**src/rtl/alu_sequencer_pkg.sv**
```systemverilog
// Shared definitions for the ALU sequencer: opcode values (also used by the
// ALU model), instruction field positions, FSM state encoding and decode
// helpers.
package alu_sequencer_pkg;

  // Opcodes. ALU opcodes are forwarded unchanged on alu_inst.
  localparam logic [3:0] OP_NOP  = 4'd0;
  localparam logic [3:0] OP_ADD  = 4'd1;
  localparam logic [3:0] OP_SUB  = 4'd2;
  localparam logic [3:0] OP_AND  = 4'd3;
  localparam logic [3:0] OP_OR   = 4'd4;
  localparam logic [3:0] OP_XOR  = 4'd5;
  localparam logic [3:0] OP_NOT  = 4'd6;
  localparam logic [3:0] OP_SHL  = 4'd7;
  localparam logic [3:0] OP_SHR  = 4'd8;
  localparam logic [3:0] OP_EQ   = 4'd9;
  localparam logic [3:0] OP_LDI  = 4'd10;
  localparam logic [3:0] OP_HALT = 4'd15;

  // Instruction field positions. rs2 and the immediate overlap on purpose:
  // an instruction uses one or the other, never both.
  localparam int OPC_MSB = 15;
  localparam int OPC_LSB = 12;
  localparam int RD_MSB  = 11;
  localparam int RD_LSB  = 10;
  localparam int RS1_MSB = 9;
  localparam int RS1_LSB = 8;
  localparam int RS2_MSB = 7;
  localparam int RS2_LSB = 6;
  localparam int IMM_MSB = 7;
  localparam int IMM_LSB = 0;

  // FSM state encoding, exported on the dbg_state port.
  typedef enum logic [2:0] {
    S_FETCH  = 3'd0,
    S_DECODE = 3'd1,
    S_EXEC   = 3'd2,
    S_WB     = 3'd3,
    S_HALT   = 3'd4
  } state_t;

  // Coarse instruction classes the sequencer cares about.
  typedef enum logic [1:0] {
    CLS_NOP  = 2'd0,
    CLS_ALU  = 2'd1,
    CLS_LDI  = 2'd2,
    CLS_HALT = 2'd3
  } op_class_t;

  function automatic logic [3:0] ir_opcode(input logic [15:0] ir);
    return ir[OPC_MSB:OPC_LSB];
  endfunction

  function automatic logic [1:0] ir_rd(input logic [15:0] ir);
    return ir[RD_MSB:RD_LSB];
  endfunction

  function automatic logic [1:0] ir_rs1(input logic [15:0] ir);
    return ir[RS1_MSB:RS1_LSB];
  endfunction

  function automatic logic [1:0] ir_rs2(input logic [15:0] ir);
    return ir[RS2_MSB:RS2_LSB];
  endfunction

  function automatic logic [7:0] ir_imm(input logic [15:0] ir);
    return ir[IMM_MSB:IMM_LSB];
  endfunction

  // Opcodes 11-14 are unassigned and behave exactly like NOP.
  function automatic op_class_t classify(input logic [3:0] opc);
    op_class_t cls;
    case (opc)
      OP_ADD, OP_SUB, OP_AND, OP_OR, OP_XOR,
      OP_NOT, OP_SHL, OP_SHR, OP_EQ:           cls = CLS_ALU;
      OP_LDI:                                  cls = CLS_LDI;
      OP_HALT:                                 cls = CLS_HALT;
      OP_NOP:                                  cls = CLS_NOP;
      default:                                 cls = CLS_NOP;
    endcase
    return cls;
  endfunction

endpackage

```
**src/rtl/reg_file_4x8.sv**
```systemverilog
// Four 8-bit general registers: one synchronous write port, two
// combinational operand read ports and a combinational debug read port.
// All registers are real storage; none reads as a constant.
module reg_file_4x8 (
  input  logic       clk,
  input  logic       rst,
  input  logic       we,
  input  logic [1:0] waddr,
  input  logic [7:0] wdata,
  input  logic [1:0] raddr1,
  output logic [7:0] rdata1,
  input  logic [1:0] raddr2,
  output logic [7:0] rdata2,
  input  logic [1:0] dbg_sel,
  output logic [7:0] dbg_data
);

  logic [7:0] regs [4];

  // Register storage: cleared on reset, written on the rising edge when we is set.
  always_ff @(posedge clk or posedge rst) begin
    if (rst) begin
      for (int i = 0; i < 4; i++) begin
        regs[i] <= 8'h00;
      end
    end else if (we) begin
      regs[waddr] <= wdata;
    end
  end

  // Read ports are plain muxes, so a write is visible right after its edge.
  always_comb begin
    rdata1   = regs[raddr1];
    rdata2   = regs[raddr2];
    dbg_data = regs[dbg_sel];
  end

endmodule

```
**src/rtl/alu_sequencer.sv**
```systemverilog
// Multi-cycle sequencer that fetches 16-bit instructions from a
// combinational ROM, reads operands from a 4x8 register file, drives an
// external registered ALU and writes its result back.
//
// ALU timing contract: alu_inst/alu_op1/alu_op2 are loaded at the edge that
// closes DECODE and stay stable for the whole EXEC cycle; the ALU samples
// them at the edge that closes EXEC (where alu_inst returns to 0) and its
// registered alu_sol is consumed at the edge that closes WB. alu_inst is
// non-zero only during EXEC; the operands keep their last values otherwise.
module alu_sequencer
  import alu_sequencer_pkg::*;
#(
  parameter int PC_W = 8
) (
  input  logic            clk,
  input  logic            rst,
  output logic [PC_W-1:0] imem_addr,
  input  logic [15:0]     imem_data,
  output logic [3:0]      alu_inst,
  output logic [7:0]      alu_op1,
  output logic [7:0]      alu_op2,
  input  logic [7:0]      alu_sol,
  output logic            halted,
  input  logic [1:0]      dbg_sel,
  output logic [7:0]      dbg_data,
  output logic [2:0]      dbg_state
);

  localparam logic [PC_W-1:0] PC_ONE = {{(PC_W-1){1'b0}}, 1'b1};

  state_t          state_q;
  state_t          state_d;
  logic [PC_W-1:0] pc_q;
  logic [15:0]     ir_q;
  logic [3:0]      inst_q;
  logic [7:0]      op1_q;
  logic [7:0]      op2_q;

  // Control strobes from the output decoder.
  logic            ir_load;
  logic            pc_inc;
  logic            opnd_load;
  logic            inst_clear;
  logic            rf_we;
  logic            rf_from_alu;
  logic            halt_flag;

  // Decoded view of the instruction register.
  op_class_t       op_cls;
  logic [3:0]      ir_opc;
  logic [7:0]      rs1_data;
  logic [7:0]      rs2_data;
  logic [7:0]      rf_wdata;

  assign ir_opc = ir_opcode(ir_q);
  assign op_cls = classify(ir_opc);

  // State register: reset always restarts at FETCH.
  always_ff @(posedge clk or posedge rst) begin
    if (rst) begin
      state_q <= S_FETCH;
    end else begin
      state_q <= state_d;
    end
  end

  // Next-state logic: the instruction class picked up in DECODE chooses the path.
  always_comb begin
    state_d = state_q;
    case (state_q)
      S_FETCH:  state_d = S_DECODE;
      S_DECODE: begin
        case (op_cls)
          CLS_ALU:  state_d = S_EXEC;
          CLS_HALT: state_d = S_HALT;
          default:  state_d = S_FETCH;
        endcase
      end
      S_EXEC:   state_d = S_WB;
      S_WB:     state_d = S_FETCH;
      S_HALT:   state_d = S_HALT;
      default:  state_d = S_FETCH;
    endcase
  end

  // Output decoder: one-cycle strobes for the datapath registers below.
  always_comb begin
    ir_load     = 1'b0;
    pc_inc      = 1'b0;
    opnd_load   = 1'b0;
    inst_clear  = 1'b0;
    rf_we       = 1'b0;
    rf_from_alu = 1'b0;
    halt_flag   = 1'b0;
    case (state_q)
      S_FETCH: begin
        ir_load = 1'b1;
        pc_inc  = 1'b1;
      end
      S_DECODE: begin
        opnd_load = (op_cls == CLS_ALU);
        rf_we     = (op_cls == CLS_LDI);
      end
      S_EXEC: begin
        inst_clear = 1'b1;
      end
      S_WB: begin
        rf_we       = 1'b1;
        rf_from_alu = 1'b1;
      end
      S_HALT: begin
        halt_flag = 1'b1;
      end
      default: begin
        halt_flag = 1'b0;
      end
    endcase
  end

  // Program counter: advances once per fetch and wraps modulo 2^PC_W.
  always_ff @(posedge clk or posedge rst) begin
    if (rst) begin
      pc_q <= '0;
    end else if (pc_inc) begin
      pc_q <= pc_q + PC_ONE;
    end
  end

  // Instruction register: captures the ROM word presented during FETCH.
  always_ff @(posedge clk or posedge rst) begin
    if (rst) begin
      ir_q <= 16'h0000;
    end else if (ir_load) begin
      ir_q <= imem_data;
    end
  end

  // ALU opcode: loaded leaving DECODE, cleared leaving EXEC.
  always_ff @(posedge clk or posedge rst) begin
    if (rst) begin
      inst_q <= 4'h0;
    end else if (opnd_load) begin
      inst_q <= ir_opc;
    end else if (inst_clear) begin
      inst_q <= 4'h0;
    end
  end

  // ALU operands: read in DECODE so a later write to rd cannot disturb them.
  always_ff @(posedge clk or posedge rst) begin
    if (rst) begin
      op1_q <= 8'h00;
      op2_q <= 8'h00;
    end else if (opnd_load) begin
      op1_q <= rs1_data;
      op2_q <= rs2_data;
    end
  end

  // Write-back source: ALU result in WB, immediate for LDI in DECODE.
  always_comb begin
    rf_wdata = rf_from_alu ? alu_sol : ir_imm(ir_q);
  end

  reg_file_4x8 u_reg_file (
    .clk      (clk),
    .rst      (rst),
    .we       (rf_we),
    .waddr    (ir_rd(ir_q)),
    .wdata    (rf_wdata),
    .raddr1   (ir_rs1(ir_q)),
    .rdata1   (rs1_data),
    .raddr2   (ir_rs2(ir_q)),
    .rdata2   (rs2_data),
    .dbg_sel  (dbg_sel),
    .dbg_data (dbg_data)
  );

  assign imem_addr = pc_q;
  assign alu_inst  = inst_q;
  assign alu_op1   = op1_q;
  assign alu_op2   = op2_q;
  assign halted    = halt_flag;
  assign dbg_state = state_q;

endmodule

```
**config.mk**
```make
export PLATFORM = sky130hd
export DESIGN_NAME = alu_sequencer
export DESIGN_NICKNAME = d
export VERILOG_FILES = /design/src/rtl/alu_sequencer_pkg.sv /design/src/rtl/reg_file_4x8.sv /design/src/rtl/alu_sequencer.sv
export SDC_FILE = /design/constraint.sdc
export NUM_CORES = 1
export LEC_CHECK = 0
export CAP_MARGIN = 20
export CORE_MARGIN = 2
export CORE_UTILIZATION = 35
export CTS_BUF_LIST = sky130_fd_sc_hd__clkbuf_8 sky130_fd_sc_hd__clkbuf_16
export DETAILED_ROUTE_END_ITERATION = 10
export PLACE_DENSITY_LB_ADDON = 0.08
export SLEW_MARGIN = 20
export SYNTH_ARGS = -nofsm -noshare
export SYNTH_HDL_FRONTEND = slang
export SYNTH_SLANG_ARGS = --single-unit
```
**constraint.sdc**
```tcl
create_clock -name clk -period 5.4 [get_ports clk]
set_input_delay 0.81 -clock clk [delete_from_list [all_inputs] [get_ports clk]]
set_output_delay 0.81 -clock clk [all_outputs]
set_load 0.01 [all_outputs]
```
==> metrics.txt <==
worst-margin pin slew=between 0.8 and 0.9 ns; most frequent cells in the layout=dfrtp_1, clkdlybuf4s50_1, mux2_2, mux4_2, nand2_1; Hold Buf Count CTS=0; root buf cell=clkbuf_8; syn avg cell area=14.6 µm²; clock transition at the registers of the reported paths=0.07 ns; H-tree depth=3; Tot GR Track Use=approximately 16%; Remaining Overflow, GRT=0; top cell type by total area after synthesis=dfrtp_1; register bit total from synthesis=79; Total Wirelength=roughly 9000 µm; Critical Path End Type=output pin; nets=362; vias in the first global route=roughly 2500; Max Freq=278 MHz; Cell Rows=38; CP most frequent cell=clkdlybuf4s50_1; cts bufs inserted=9; maximum vdd drop=~210 µV; Setup Fix Bufs, Post-CTS=0; Setup Crit Path Kind=in2out; CORE AREA=between 10000 and 15000 µm²; Pre-Repair DR Iteration Count=6; Netlist cell types=35; Sink Count=79; CTS tree=yes; Design Area, Final=just under 5000 µm²; initial antenna violation count=0; Multi-input gate area=1850 µm²; maxcap violations=0; layout cell share with drive strength beyond 1=33.7%; hpwl dp=5950 µm; worst min path class=reg2reg; Final ANT Viol Nets=0; CP max stage delay=just under 0.9 ns; Area growth syn-to-layout=25.6%; PwrDens=632 nW/µm²; Critical Path, Cell by Cell=clkdlybuf4s50_1, mux4_2, clkdlybuf4s50_1; dominant cells by area after synthesis=dfrtp_1, mux2_2, mux4_2; Initial Util=36.0%; # port buffers=67; DR iter-0 viols=81; Relative slew margins=44.3%; Mapped Area=3900 µm²; syn nets=297; antenna cells=0; commonest non-fill, non-tap cell in the layout=dfrtp_1; pre-CTS setup slack=1.75 ns; WP data arrival=roughly 2.8 ns; crit-path max FO=8; area occupied by registers=1980 µm²; Filler cells=around 1000; status=completed; sequential fraction of the synthesis area=50.7%; final worst-path cycle share=66.7%; final hold vios=0; Pins Over Slew Limit=0; Final min period=3.60 ns; Die H=110 µm; Worst path slowest cell=clkdlybuf4s50_1; die footprint=12000 µm²; Synth top area share=50.7%; CTS resizes=0; Pleak=0.00196 µW; routed vias/inst=5.20; die width=110 µm; Post-Synthesis Cells=268; CP Launch Type=input pin; first-pass GRT wire length=approximately 14000 µm; Clk Latency, worst-skew pair=around 0.35 ns; routed len/inst=18.3 µm; slack of the critical path=1.80 ns; DRC viols=0; Total Power=3100 µW; worst-case clock buffer depth=2; Setup Viol. Count Final=0; RSZ-0062 raised after global routing=no; setup TNS=0 ns; # IOs=68; Clock Skews=approximately 0.011 ns; via count=2487; GP Congestion=between 0.7 and 0.8; Synthesis Warnings=0; Req. time, crit path=4.59 ns; placed instance area=4710 µm²; largest net degree at the start of global routing=41
[cells in the mapped netlist]
master / count
xnor2_1: 4
or3_1: 1
nand2b_1: 4
mux2_2: 64
inv_2: 1
buf_2: 3
nor4b_1: 1
mux2_1: 2
buf_1: 5
nor4_1: 1
nand3b_2: 1
o21a_1: 3
nand2_1: 21
ha_1: 1
mux4_2: 24
a31oi_1: 3
and3_1: 1
inv_1: 3
a2111oi_4: 4
dfrtp_1: 79
and2_1: 4
o211ai_1: 3
nand3_1: 5
clkbuf_1: 6
nand4_1: 4
nand3b_1: 1
nand4bb_1: 1
nor3b_1: 2
buf_4: 1
a32o_1: 1
nor2_1: 3
o21ai_0: 4
nor3_1: 3
xor2_1: 3
a211oi_1: 1
[power by group]
group,internal (µW),switching (µW),leakage [µW]
clock network,224,220,0.0000981
registers,881,341,0.000966
logic,896,537,0.000896
[logic make-up after synthesis]
logic type,Yosys count,synth area share (%)
compound gates,19,5.42
xor+xnor,7,1.57
fa+ha+maj,1,0.321
buf+inv,19,2.02
flops,79,50.7
mux,90,32.9
simple gates,53,7.12
[routing by layer]
metal	global-route usage [%]	vias up	wire length, µm
met5	0	-	0
met4	7.32	0	140
met3	2.37	10	299
met2	25.0	46	4290
met1	22.6	1300	4030
li1	-	1131	-
[registers in the layout (all words and copies together) (netlist names)]
signal	count
ir_q	16
dbg_state	3
alu_inst	4
u_reg_file.regs	32
alu_op1	8
alu_op2	8
imem_addr	8
[worst max-delay path: cells and delay by family]
family	cells	cell delay, ns
buffers and inverters	2	1.37
muxes	1	0.61
[worst paths after layout]
kind,startpoint,endpoint,slack [ns],cells after the start
max reg2reg,ir_q[14]$_DFFE_PP0P_,u_reg_file.regs[20]$_DFFE_PP0P_,2.97,3
min in group asynchronous,rst,imem_addr[6]$_DFFE_PP0P_,0.87,2
max in group asynchronous,rst,alu_op1[7]$_DFFE_PP0P_,3.56,3
min,imem_addr[7]$_DFFE_PP0P_,imem_addr[7]$_DFFE_PP0P_,0.48,1
min reg2reg,imem_addr[7]$_DFFE_PP0P_,imem_addr[7]$_DFFE_PP0P_,0.48,1
max,dbg_sel[0],dbg_data[3],1.80,3
[final cells by class]
| type | count | area share, % |
|---|---|---|
| Clock buffer | 10 | 2.81 |
| Clock inverter | 6 | 1.22 |
| Inverter | 4 | 0.332 |
| Multi-Input combinational cell | 170 | 37.8 |
| Sequential cell | 79 | 40.3 |
| Tap cell | 140 | 3.57 |
| Timing Repair Buffer | 69 | 14.0 |
[metrics by stage]
step	hold slack, ns	utilization [%]	instances
after floorplan	0.475	-	268
after global placement	0.456	43.4	462
after detailed placement	0.470	43.4	462
after CTS	0.483	45.2	478
after global routing	0.505	45.2	478
final	0.476	45.2	478
Note: power is estimated with default switching activity, not from simulation.
==> patch 1, RTL diff (same settings) <==
Register the output `dbg_data`; this adds one clock of latency there. The other outputs are not delayed to match.
--- a/src/rtl/alu_sequencer.sv
+++ b/src/rtl/alu_sequencer.sv
@@ -29,2 +29,4 @@
   localparam logic [PC_W-1:0] PC_ONE = {{(PC_W-1){1'b0}}, 1'b1};
+
+  logic [7:0] dbg_data_d;
 
@@ -175,3 +177,3 @@
     .dbg_sel  (dbg_sel),
-    .dbg_data (dbg_data)
+    .dbg_data (dbg_data_d)
   );
@@ -185,2 +187,6 @@
 
+  always_ff @(posedge clk) begin
+    dbg_data <= dbg_data_d;
+  end
+
 endmodule
Behaviour: not the same (a bounded check fails within 4 cycles, from zero or initial values and one cycle with rst high).
==> patch 1 against the unedited design <==
Design area grew 5.0%. Utilization grew 0.22 points. Non-clock buffer count is the same. Sequential cell count grew 8. Power grew 7.6%. Area after synthesis grew 3.5%. Wire length grew 0.76%. Setup slack gained 0.96 ns. Highest routed layer unchanged.
==> patch 1: results (changes against the unedited design) <==
| Metric | Value |
|---|---|
| Total GRT Usage | 0.153 (was 0.162) |
| Top sig layer | met4 (unchanged) |
| Setup bufs post-CTS | 0 (unchanged) |
| CTS Buf Count | 9 (unchanged) |
| First-pass GRT wire length | 14.5 mm (was 14.1 mm) |
| Synth top area cells | dfrtp_1 (49%), mux2_2 (19%), mux4_2 (13%) (was dfrtp_1 (51%), mux2_2 (18%), mux4_2 (14%)) |
| Top post-synthesis cells by count | dfrtp_1 (79), mux2_2 (69), mux4_2 (24) (was dfrtp_1 (79), mux2_2 (64), mux4_2 (24)) |
| Outcome | complete, no violations (unchanged) |
| Worst slew pin tran | 0.869 ns (was 0.835 ns) |
| Initial antenna violation count | 0 (unchanged) |
| Filler instances | 1056 (was 1016) |
| RR Endpoint | u_reg_file.regs[8] (was u_reg_file.regs[20]) |
| Min-Delay Startpoint | imem_addr[7] (unchanged) |
| Crit path max fanout | 11 (was 8) |
| CTS HTree Levels | 3 (unchanged) |
| Met3 Wirelength | 299 um (unchanged) |
| Clock latency on the worst-skew pair | 0.33 ns (was 0.35 ns) |
| Yosys warnings | 0 (unchanged) |
| Hold worst-path end | imem_addr[7] (unchanged) |
| Top_reg_cell synth | dfrtp_1 (unchanged) |
| Number of cells on the worst reg-to-reg path | 3 (unchanged) |
| Clk buf depth | 2 (unchanged) |
| N_diodes | 0 (unchanged) |
| Vias in the first global route | 2634 (was 2464) |
| RR Startpoint | ir_q[14] (unchanged) |
| Placer Congestion | 0.741 (was 0.728) |
| Type of the most critical hold path | reg2reg (unchanged) |
| Hold WS | 0.471 ns (was 0.476 ns) |
| CTS clk-pin slew, worst paths | 0.06 ns |
| Fin nets | 354 (was 362) |
| Hpwl dp | 5.83 mm (was 5.95 mm) |
| Wire length on met2 | 4.28 mm (was 4.29 mm) |
| Ys async rst share | 0.908 (was 1.00) |
| WP data arrival | 1.84 ns (was 2.79 ns) |
| Drt initial violations | 54 (was 81) |
| R2R Setup Slk | 2.95 ns (was 2.97 ns) |
| Leak | 2.05 nW (was 1.96 nW) |
| Post_cts resized | 0 (unchanged) |
| Peak VDD IR | 0.264 mV (was 0.209 mV) |
| Placed instance area | 4850 um^2 (was 4710 um^2) |
| Drt pass-1 iters | 4 (was 6) |
| Per-cell routed wire length | 18.7 um (was 18.3 um) |
| Routed met1 length | 4.11 mm (was 4.03 mm) |
| Clock Skews | 0.00898 ns (was 0.0108 ns) |
| Synth cell types | 34 (was 35) |
| Share of layout cells above drive strength 1 | 0.352 (was 0.337) |
| Root buf cell | clkbuf_16 (was clkbuf_8) |
| Syn nets | 288 (was 297) |
| Vias/cell | 5.16 (was 5.20) |
| Buffers added on ports | 67 (unchanged) |
| Post-synthesis cell count | 259 (was 268) |
| Total number of vias | 2440 (was 2487) |
| Worst Hold Depth | 1 (unchanged) |
| Top flop regs | u_reg_file.regs: 32 flops, ir_q: 16 flops (unchanged) |
| Max-slew violations | 0 (unchanged) |
| Largest net degree at the start of global routing | 45 (was 41) |
| Cells after DPL | 457 (was 462) |
| Post-synthesis sequential area ratio | 0.529 (was 0.507) |
## patch 1: stage by stage
stage	total power, mW	worst slack, ns
after floorplan	2.21	2.57
after global placement	2.73	2.96
after detailed placement	2.75	2.95
after CTS	3.39	2.73
after global routing	3.56	2.68
final	3.33	2.75
## patch 1: final cells by class
type | count | area (um^2) | share of cell area
Timing Repair Buffer | 69 | 686 | 0.133
Sequential cell | 87 | 2140 | 0.415
Tap cell | 143 | 179 | 0.0348
Clock inverter | 5 | 45.0 | 0.00875
Clock buffer | 11 | 253 | 0.0491
Inverter | 7 | 27.5 | 0.00535
Multi-Input combinational cell | 151 | 1820 | 0.354
## patch 1: per-layer routing
layer  track usage  vias up
li1              -     1115
met1         0.208     1265
met2         0.245       49
met3        0.0267       11
met4        0.0617        0
met5             0        -
## patch 1: logic make-up (layout without fill, tap and decap cells)
| family | Yosys count | after routing | share of synthesized area |
|---|---|---|---|
| xor+xnor | 7 | 7 | 0.0152 |
| flops | 87 | 87 | 0.529 |
| buf+inv | 21 | 92 | 0.0217 |
| simple gates | 28 | 28 | 0.0443 |
| fa+ha+maj | 1 | 1 | 0.00310 |
| mux | 95 | 95 | 0.332 |
| compound gates | 20 | 20 | 0.0545 |
## patch 1: worst max path at each step
stage	start	to	slack, ns	cells past startpoint
final	dbg_state[2]	halted	2.75	2
after global routing	dbg_state[2]	halted	2.68	2
after global placement	dbg_sel[0]	dbg_data[4]	2.96	2
after detailed placement	ir_q[14]	u_reg_file.regs[8]	2.95	3
after CTS	dbg_state[2]	halted	2.73	2
after floorplan	rst	alu_inst[0]	2.57	1
## patch 1: power by group
part | leakage (nW) | internal (mW) | switching, mW
Sequential | 1.04 | 0.970 | 0.350
Combinational | 0.850 | 0.883 | 0.511
Clock | 0.161 | 0.377 | 0.243
## patch 1: worst max-delay path, stage by stage, from the launching register on
cell and delay [ns]:
dfrtp_1 0.56, nor3b_1 0.34, clkdlybuf4s50_1 0.60
==> patch 2, RTL diff (same settings) <==
Made on the original files. Reset style: synchronous (`rst`), changed in 6 clocked blocks.
--- a/src/rtl/reg_file_4x8.sv
+++ b/src/rtl/reg_file_4x8.sv
@@ -20,3 +20,3 @@
   // Register storage: cleared on reset, written on the rising edge when we is set.
-  always_ff @(posedge clk or posedge rst) begin
+  always_ff @(posedge clk) begin
     if (rst) begin
--- a/src/rtl/alu_sequencer.sv
+++ b/src/rtl/alu_sequencer.sv
@@ -58,3 +58,3 @@
   // State register: reset always restarts at FETCH.
-  always_ff @(posedge clk or posedge rst) begin
+  always_ff @(posedge clk) begin
     if (rst) begin
@@ -120,3 +120,3 @@
   // Program counter: advances once per fetch and wraps modulo 2^PC_W.
-  always_ff @(posedge clk or posedge rst) begin
+  always_ff @(posedge clk) begin
     if (rst) begin
@@ -129,3 +129,3 @@
   // Instruction register: captures the ROM word presented during FETCH.
-  always_ff @(posedge clk or posedge rst) begin
+  always_ff @(posedge clk) begin
     if (rst) begin
@@ -138,3 +138,3 @@
   // ALU opcode: loaded leaving DECODE, cleared leaving EXEC.
-  always_ff @(posedge clk or posedge rst) begin
+  always_ff @(posedge clk) begin
     if (rst) begin
@@ -149,3 +149,3 @@
   // ALU operands: read in DECODE so a later write to rd cannot disturb them.
-  always_ff @(posedge clk or posedge rst) begin
+  always_ff @(posedge clk) begin
     if (rst) begin
Formal check against the unedited RTL: differs if rst is asserted again (counterexample within 4 cycles, from zero or initial values and one cycle with rst high); with rst held inactive, the same outputs for 4 cycles.
==> patch 2 against the unedited design <==
Setup slack improved by 0.034 ns. Sequential cell count up 2. Wire length fell by 3.6%. Critical endpoint unchanged. Via count up 7.0%. Largest cell class unchanged. Area after synthesis decreased by 5.9%. Design area decreased by 4.8%. Highest routed layer unchanged.
Power is not compared: it rests on default switching activity, and its combinational part moved more than twofold at a synthesized area within 25%.
==> patch 2: results (changes against the unedited design) <==
| Metric | Value |
|---|---|
| Register share of the cell area | 0.416 (was 0.403) |
| Worst relative slew slack | 0.405 (was 0.443) |
| NonClk Buf Share | 0.148 (was 0.140) |
| Syn_area_per_cell | 11.5 um^2 (was 14.6 um^2) |
| WP data arrival | 2.76 ns (was 2.79 ns) |
| Syn nets | 349 (was 297) |
| Ys async rst share | 0 (was 1.00) |
| Post-synthesis xor/xnor area fraction | 0.0143 (was 0.0157) |
| Outcome | complete, no violations (unchanged) |
| Cells after DPL | 502 (was 462) |
| First-pass GRT wire length | 13.6 mm (was 14.1 mm) |
| Final std cells w/o fill | 518 (was 478) |
| Total GRT Usage | 0.157 (was 0.162) |
| Drt pass-1 iters | 4 (was 6) |
| Drt initial violations | 100 (was 81) |
| Met3 Use GR | 0.0380 (was 0.0237) |
| Routed met1 length | 3.67 mm (was 4.03 mm) |
| Largest net degree at the start of global routing | 33 (was 41) |
| Multiplexer area fraction after synthesis | 0.172 (was 0.329) |
| Top post-synthesis cells by count | dfxtp_1 (49), nand2_1 (46), nor2_1 (36) (was dfrtp_1 (79), mux2_2 (64), mux4_2 (24)) |
| Vias in the first global route | 2649 (was 2464) |
| Placer Congestion | 0.762 (was 0.728) |
| Pre-CTS setup slack | 1.79 ns (was 1.75 ns) |
| Met2 Use GR | 0.273 (was 0.250) |
| Placed instance area | 4440 um^2 (was 4710 um^2) |
| Hpwl dp | 5.95 mm (about the same) |
| Core Util, Final | 0.454 (was 0.452) |
[patch 2: cell count changes after synthesis, sizes merged, moves of 32 or more]
cell / delta
nor2: +33
dfrtp: -79
edfxtp: +32
mux2: -65
dfxtp: +49
[patch 2: final timing paths]
kind                           endpoint  slack [ns]  cells past startpoint
setup / recovery            dbg_data[3]        1.83                      3
setup reg to reg  u_reg_file.regs[0][4]        3.13                      3
hold / removal                  ir_q[2]        0.46                      2
hold reg to reg                 ir_q[2]        0.46                      2
[patch 2: kinds of logic after synthesis]
family	count (synthesis)
AO/OA/AOI/OAI	61
XOR/XNOR	6
adder cells (fa/ha/maj)	1
buffers and inverters	28
flip-flops	81
multiplexers	33
AND/OR/NAND/NOR	110
[patch 2: worst min-delay path, cell delays in order, from the launching register on]
cell and delay [ns]:
dfxtp_1 0.31, nand2_1 0.05, a21oi_1 0.05
[patch 2: report_power, final]
group	switching, mW	internal (mW)	total, mW
clock network	0.221	0.285	0.506
registers	0.0346	0.663	0.697
logic	0.0762	0.0939	0.170
